### src/rtl/mdu_pkg.sv
// mdu_pkg: shared definitions for the multiply/divide sequencer.
//   - mdu_op_e    : operation codes driven by the EX stage
//   - mdu_state_e : sequencer states
//   - DIV_ZERO_LO : quotient returned for a divide by zero
//   - op_is_signed: true for MULT and DIV
package mdu_pkg;

  typedef enum logic [1:0] {
    MDU_MULT  = 2'b00,
    MDU_MULTU = 2'b01,
    MDU_DIV   = 2'b10,
    MDU_DIVU  = 2'b11
  } mdu_op_e;

  typedef enum logic [1:0] {
    IDLE = 2'b00,
    MUL  = 2'b01,
    DIV  = 2'b10,
    DONE = 2'b11
  } mdu_state_e;

  localparam logic [31:0] DIV_ZERO_LO = 32'hFFFF_FFFF;

  function automatic logic op_is_signed(input logic [1:0] op);
    return (op == MDU_MULT) || (op == MDU_DIV);
  endfunction

endpackage

### src/rtl/mdu_div_step.sv
// mdu_div_step: one combinational restoring-divide iteration.
// Ports:
//   rem       in  W+1  partial remainder
//   quot      in  W    quotient register (dividend bits still shifting out at the top)
//   divisor   in  W+1  divisor magnitude, zero-extended
//   rem_next  out W+1  remainder after shift and conditional subtract
//   quot_next out W    quotient with the new bit shifted in at the bottom
// The shifted pair is W+2 bits wide so the trial subtraction's sign bit is
// available without losing any remainder bit.
module mdu_div_step #(
  parameter int W = 32
) (
  input  logic [W:0]   rem,
  input  logic [W-1:0] quot,
  input  logic [W:0]   divisor,
  output logic [W:0]   rem_next,
  output logic [W-1:0] quot_next
);

  logic [W+1:0] shifted_s;
  logic [W+1:0] diff_s;

  // Shift {rem,quot} left by one, trial-subtract, keep the difference when non-negative
  always_comb begin
    shifted_s = {rem, quot[W-1]};
    diff_s    = shifted_s - {1'b0, divisor};
    if (!diff_s[W+1]) begin
      rem_next  = diff_s[W:0];
      quot_next = {quot[W-2:0], 1'b1};
    end else begin
      rem_next  = shifted_s[W:0];
      quot_next = {quot[W-2:0], 1'b0};
    end
  end

endmodule

### src/rtl/mdu_ctrl.sv
// mdu_ctrl: EX-stage multiply/divide sequencer (MULT/MULTU/DIV/DIVU).
// Multiply is a registered 64-bit product held for MUL_LAT cycles; divide is
// a DIV_BITS-iteration restoring divide on operand magnitudes with sign
// fix-up applied as the results are loaded.
// Ports:
//   clk       in   1   rising-edge clock
//   rst       in   1   synchronous active-high reset
//   start     in   1   EX holds an MDU op (held until consumed)
//   op        in   2   mdu_op_e encoding
//   src_a     in   32  multiplicand / dividend
//   src_b     in   32  multiplier / divisor
//   flush     in   1   abort any operation in flight
//   ready     out  1   low stalls EX (combinational)
//   done      out  1   one-cycle pulse, results valid
//   result_hi out  32  product high word / remainder
//   result_lo out  32  product low word / quotient
// Optional feature macro: MDU_EARLY_OUT_EN -- a divide whose divisor magnitude
// exceeds the dividend magnitude completes straight from IDLE (lo=0, hi=src_a).
module mdu_ctrl
  import mdu_pkg::*;
#(
  parameter int MUL_LAT  = 2,
  parameter int DIV_BITS = 32
) (
  input  logic                clk,
  input  logic                rst,
  input  logic                start,
  input  logic [1:0]          op,
  input  logic [DIV_BITS-1:0] src_a,
  input  logic [DIV_BITS-1:0] src_b,
  input  logic                flush,
  output logic                ready,
  output logic                done,
  output logic [DIV_BITS-1:0] result_hi,
  output logic [DIV_BITS-1:0] result_lo
);

  localparam int W       = DIV_BITS;
  localparam int CNT_MAX = (MUL_LAT > DIV_BITS) ? MUL_LAT : DIV_BITS;
  localparam int CNT_W   = $clog2(CNT_MAX) + 1;
  localparam logic [CNT_W-1:0] MUL_CNT_INIT = CNT_W'(MUL_LAT - 1);
  localparam logic [CNT_W-1:0] DIV_CNT_INIT = CNT_W'(DIV_BITS - 1);
  localparam logic [CNT_W-1:0] CNT_ZERO     = {CNT_W{1'b0}};

  mdu_state_e       state_r, state_next_s;
  logic [CNT_W-1:0] cnt_r;
  logic [W-1:0]     a_r;
  logic             neg_q_r, neg_r_r, dbz_r;
  logic [2*W-1:0]   prod_r;
  logic [W:0]       rem_r, dvs_r;
  logic [W-1:0]     quot_r;
  logic             done_r;
  logic [W-1:0]     hi_r, lo_r;

  logic             is_signed_s, is_mul_s, launch_s, cnt_zero_s;
  logic [W-1:0]     mag_a_s, mag_b_s;
  logic [2*W-1:0]   ext_a_s, ext_b_s;
  logic [W:0]       rem_step_s;
  logic [W-1:0]     quot_step_s, quot_fix_s, rem_fix_s, div_hi_s, div_lo_s;

  assign is_signed_s = op_is_signed(op);
  assign is_mul_s    = (op == MDU_MULT) || (op == MDU_MULTU);
  assign launch_s    = (state_r == IDLE) && start && !flush;
  assign cnt_zero_s  = (cnt_r == CNT_ZERO);

  // Operand magnitudes (MIN_INT maps to 2^(W-1), which still fits unsigned) and product extension
  always_comb begin
    if (is_signed_s && src_a[W-1]) begin
      mag_a_s = ~src_a + W'(1);
    end else begin
      mag_a_s = src_a;
    end
    if (is_signed_s && src_b[W-1]) begin
      mag_b_s = ~src_b + W'(1);
    end else begin
      mag_b_s = src_b;
    end
    ext_a_s = {{W{is_signed_s & src_a[W-1]}}, src_a};
    ext_b_s = {{W{is_signed_s & src_b[W-1]}}, src_b};
  end

`ifdef MDU_EARLY_OUT_EN
  logic early_s;
  assign early_s = !is_mul_s && (mag_b_s > mag_a_s);
`endif

  mdu_div_step #(.W(W)) u_step (
    .rem       (rem_r),
    .quot      (quot_r),
    .divisor   (dvs_r),
    .rem_next  (rem_step_s),
    .quot_next (quot_step_s)
  );

  // Sign fix-up and divide-by-zero override on the final iteration's output
  always_comb begin
    if (neg_q_r) begin
      quot_fix_s = ~quot_step_s + W'(1);
    end else begin
      quot_fix_s = quot_step_s;
    end
    if (neg_r_r) begin
      rem_fix_s = ~rem_step_s[W-1:0] + W'(1);
    end else begin
      rem_fix_s = rem_step_s[W-1:0];
    end
    if (dbz_r) begin
      div_hi_s = a_r;
      div_lo_s = DIV_ZERO_LO;
    end else begin
      div_hi_s = rem_fix_s;
      div_lo_s = quot_fix_s;
    end
  end

  // Next-state logic; flush overrides everything
  always_comb begin
    state_next_s = state_r;
    if (flush) begin
      state_next_s = IDLE;
    end else begin
      case (state_r)
        IDLE: begin
          if (start) begin
            if (is_mul_s) begin
              state_next_s = MUL;
            end else begin
`ifdef MDU_EARLY_OUT_EN
              state_next_s = early_s ? DONE : DIV;
`else
              state_next_s = DIV;
`endif
            end
          end else begin
            state_next_s = IDLE;
          end
        end
        MUL:     state_next_s = cnt_zero_s ? DONE : MUL;
        DIV:     state_next_s = cnt_zero_s ? DONE : DIV;
        DONE:    state_next_s = IDLE;
        default: state_next_s = IDLE;
      endcase
    end
  end

  // State register
  always_ff @(posedge clk) begin
    if (rst) begin
      state_r <= IDLE;
    end else begin
      state_r <= state_next_s;
    end
  end

  // Datapath, counter and result registers
  always_ff @(posedge clk) begin
    if (rst) begin
      cnt_r   <= CNT_ZERO;
      a_r     <= '0;
      neg_q_r <= 1'b0;
      neg_r_r <= 1'b0;
      dbz_r   <= 1'b0;
      prod_r  <= '0;
      rem_r   <= '0;
      quot_r  <= '0;
      dvs_r   <= '0;
      done_r  <= 1'b0;
      hi_r    <= '0;
      lo_r    <= '0;
    end else begin
      done_r <= (state_next_s == DONE);
      case (state_r)
        IDLE: begin
          if (launch_s) begin
            a_r     <= src_a;
            neg_q_r <= is_signed_s && (src_a[W-1] ^ src_b[W-1]);
            neg_r_r <= is_signed_s && src_a[W-1];
            dbz_r   <= (src_b == '0);
            prod_r  <= ext_a_s * ext_b_s;
            rem_r   <= '0;
            quot_r  <= mag_a_s;
            dvs_r   <= {1'b0, mag_b_s};
            cnt_r   <= is_mul_s ? MUL_CNT_INIT : DIV_CNT_INIT;
`ifdef MDU_EARLY_OUT_EN
            if (early_s) begin
              hi_r <= src_a;
              lo_r <= '0;
            end
`endif
          end
        end
        MUL: begin
          cnt_r <= cnt_r - CNT_W'(1);
          if (cnt_zero_s && !flush) begin
            hi_r <= prod_r[2*W-1:W];
            lo_r <= prod_r[W-1:0];
          end
        end
        DIV: begin
          cnt_r  <= cnt_r - CNT_W'(1);
          rem_r  <= rem_step_s;
          quot_r <= quot_step_s;
          if (cnt_zero_s && !flush) begin
            hi_r <= div_hi_s;
            lo_r <= div_lo_s;
          end
        end
        default: begin
          cnt_r <= cnt_r;
        end
      endcase
    end
  end

  assign ready     = ((state_r == IDLE) && !start) || (state_r == DONE);
  assign done      = done_r;
  assign result_hi = hi_r;
  assign result_lo = lo_r;

endmodule

### config.mk
export PLATFORM = sky130hd
export DESIGN_NAME = mdu_ctrl
export DESIGN_NICKNAME = d
export VERILOG_FILES = /design/src/rtl/mdu_pkg.sv /design/src/rtl/mdu_div_step.sv /design/src/rtl/mdu_ctrl.sv
export SDC_FILE = /design/constraint.sdc
export NUM_CORES = 2
export LEC_CHECK = 0
export CORE_ASPECT_RATIO = 1.75
export CORE_MARGIN = 8
export CORE_UTILIZATION = 45
export DETAILED_ROUTE_END_ITERATION = 10
export GPL_TIMING_DRIVEN = 0
export SYNTH_ARGS = -nofsm -noshare
export SYNTH_HDL_FRONTEND = slang
export SYNTH_HIERARCHICAL = 1
export SYNTH_SLANG_ARGS = --single-unit
### constraint.sdc
create_clock -name clk -period 10.31 [get_ports clk]
set_input_delay 2.062 -clock clk [delete_from_list [all_inputs] [get_ports clk]]
set_output_delay 2.062 -clock clk [all_outputs]
set_load 0.005 [all_outputs]
==> flow_metrics.env <==
export IMPL_crit_path_end_kind="register"
export IMPL_drive_above_1_share=0.0599
export IMPL_syn_area_per_cell_um2=8.53
export IMPL_async_reset_ff_frac=0
export IMPL_setup_viol=0
export IMPL_start_util=0.452
export IMPL_placed_area_um2=56800
export IMPL_synth_nets=7778
export IMPL_grt_remaining_overflow=0
export IMPL_cts_sinks=269
export IMPL_rr_startpoint="dvs_r[1]"
export IMPL_routed_wl_mm=237
export IMPL_viasPerCell=5.68
export IMPL_synth_seq_cells=269
export IMPL_synthCells=6326
export IMPL_synth_ff_type="dfxtp_1"
export IMPL_syn_area_um2=54000
export IMPL_synth_top_area_frac=0.418
export IMPL_crit_start="src_b[30]"
export IMPL_fmax_mhz=97.5
export IMPL_relSlewSlack=0.0137
export IMPL_synth_edf_count=0
export IMPL_arrival_ns=10.73
export IMPL_synth_area_leader_cell="fa_1"
export IMPL_fin_nets=7912
export IMPL_dr_pass1_iters=9
export IMPL_first_global_vias=48800
export IMPL_tightestPinTransition_ns=1.47
export IMPL_hold_buffers=0
export IMPL_yosysWarnings=6
export IMPL_gp_congestion=1.03
export IMPL_hold_viol_final=0
export IMPL_worstPathMaxFanout=10
export IMPL_grt_setup_unrepaired="true"
export IMPL_die_y_um=474
export IMPL_cp_start_kind="input pin"
export IMPL_htreeDepth=1
export IMPL_rows=168
export IMPL_grt_total_usage=0.358
export IMPL_path_clk_slew_ns=0.08
export IMPL_via_count=45500
export IMPL_min_from="result_lo[3]"
export IMPL_drcViolationCount=0
export IMPL_status="complete, but fails checks"
export IMPL_stdcell_area_um2=58400
export IMPL_cts_buffers=23
export IMPL_final_max_slew_viol_count=0
export IMPL_first_iter_violations=3081
export IMPL_period_share=0.995
export IMPL_min_period_ns=10.26
export IMPL_cap_viol_max_count=1
export IMPL_grt_max_degree=25
export IMPL_wl_per_cell_um=29.6
export IMPL_core_um2=119000
export IMPL_io_pins=136
export IMPL_die_x_um=278
export IMPL_clk_path_buf_depth=3
export IMPL_cp_required_ns=10.78
export IMPL_synth_seq_area_share=0.0998
export IMPL_hold_path_class="register to register"
export IMPL_ant_nets=0
export IMPL_port_buffers=90
export IMPL_cts_tree="built"
export IMPL_violations="max-capacitance violations"
export IMPL_area_growth_pct=8.26
export IMPL_yosys_top_cells_area="fa_1, dfxtp_1, inv_1"
export IMPL_post_route_util=0.489
export IMPL_cts_root_buf="clkbuf_16"
export IMPL_dieArea_um2=132000
export IMPL_antenna_found_initial=20
export IMPL_grt_first_pass_wirelength_mm=337
export IMPL_fin_skew_ns=0.0261
export IMPL_ys_types=81
export IMPL_worst_setup_path_type="input pin to register"
export IMPL_clock_latency_ns=0.59
export IMPL_hpwl_mm=199
export IMPL_fin_ws_ns=0.0503
export IMPL_dp_slack_ns=-3.23
export IMPL_fin_hold_ws_ns=0.452
[critical path, stage by stage]
cell and delay, ns:
clkbuf_1 0.77, clkbuf_1 0.67, and2_1 0.25, fa_1 0.40, inv_1 0.10, fa_1 0.43, fa_1 0.60, fa_1 0.48
fa_1 0.50, fa_1 0.54, fa_1 0.45, fa_1 0.65, inv_1 0.09, ha_1 0.38, a21o_1 0.23, a31oi_4 0.22
o221a_2 0.25, o21ai_0 0.09, a221o_1 0.35, nor2b_2 0.21, or4_1 0.57, a2111oi_2 0.31, nor3_1 0.09
[kinds of logic after synthesis]
logic type | share of synthesized area
simple gates | 0.166
buf+inv | 0.118
fa+ha+maj | 0.477
compound gates | 0.0922
flops | 0.0998
xor+xnor | 0.0326
mux | 0.0147
other cells | 0.0000695
[state kept, by name, summed over array words and instances, names as in the netlist]
| name | cells |
|---|---|
| result_hi | 32 |
| a_r | 32 |
| prod_r | 64 |
| result_lo | 32 |
| cnt_r | 6 |
| done | 1 |
| neg_r_r | 1 |
| rem_r | 33 |
| dbz_r | 1 |
| dvs_r | 32 |
| state_r | 2 |
| quot_r | 32 |
| neg_q_r | 1 |
[worst paths after layout]
| path | to | slack [ns] | depth (start not counted) |
|---|---|---|---|
| setup / recovery | prod_r[63] | 0.05 | 23 |
| hold reg to reg | result_lo[3] | 0.45 | 2 |
| hold / removal | result_lo[3] | 0.45 | 2 |
| setup reg to reg | result_hi[31] | 2.95 | 21 |
[cell usage in the layout (no fill, tap or decap), types with 10 or more instances in the layout]
cell                n
nand2_1          1146
mux2_4             25
o41ai_1            10
or4_1              12
and2_1            333
nor2b_1            16
a21oi_1           298
nand3_1            89
o21ai_0           144
and3_1             18
o211ai_1           25
clkdlybuf4s50_1    85
a21o_1             54
nand3b_1           12
nor2_1            184
ha_1              251
o31ai_1            35
clkbuf_2          112
o221ai_1           30
mux2i_1            37
xnor2_1           106
nor3_1             40
clkbuf_4           18
fa_1             1114
nand2b_1           26
o21bai_1           16
buf_4              69
buf_1              31
buf_2              21
nor4_1             16
clkbuf_1          195
nand4_1            21
inv_1            1196
dfxtp_1           269
or3_1              26
xor2_1             92
clkbuf_16          23
a211oi_1           79
fa_2               12
[what timing repair did]
action,CTS,global route
pin swaps,5,6
setup endpoints to repair,38,22
buffers inserted,8,16
resized for setup,222,202
[per-stage QoR]
stage	cells	setup TNS, ns
after global placement	7946	-92.82
after global routing	8008	-0.104
final	8011	0
after floorplan	6326	0
after detailed placement	7948	-81.48
after CTS	7996	-0.0831
[per-layer routing]
metal	vias to the layer above	global-route usage	wire, um
met4	8	0.346	29700
met2	1932	0.626	116000
met1	23200	0.362	76800
met5	-	0	55
li1	19500	-	-
met3	860	0.0518	14600
[Yosys cell counts (25+ instances only)]
| library cell | count |
|---|---|
| mux2i_1 | 37 |
| nand3_1 | 90 |
| buf_4 | 31 |
| a21o_1 | 54 |
| fa_1 | 1126 |
| buf_1 | 82 |
| and2_1 | 334 |
| o31ai_1 | 36 |
| clkbuf_1 | 328 |
| dfxtp_1 | 269 |
| xor2_1 | 92 |
| mux2_4 | 25 |
| nand2_1 | 1147 |
| ha_1 | 256 |
| nor3_1 | 42 |
| o21ai_0 | 149 |
| a211oi_1 | 79 |
| or3_1 | 26 |
| nor2_1 | 186 |
| nand2b_1 | 27 |
| a21oi_1 | 304 |
| o221ai_1 | 30 |
| o211ai_1 | 25 |
| inv_1 | 1201 |
| xnor2_1 | 106 |
[area by class of cell]
class | count | area [um^2]
tap | 1530 | 1910
fill | 11900 | 61000
buffer | 441 | 2260
antenna | 4 | 10.0
multi-input combinational | 4406 | 42400
clock buffer | 29 | 638
sequential | 269 | 5390
inverter | 1203 | 4530
timing repair buffer | 116 | 1150
clock inverter | 13 | 120
Power is not shown: default switching activity piles up to over one toggle a cycle in this logic, so the estimate is an artifact.
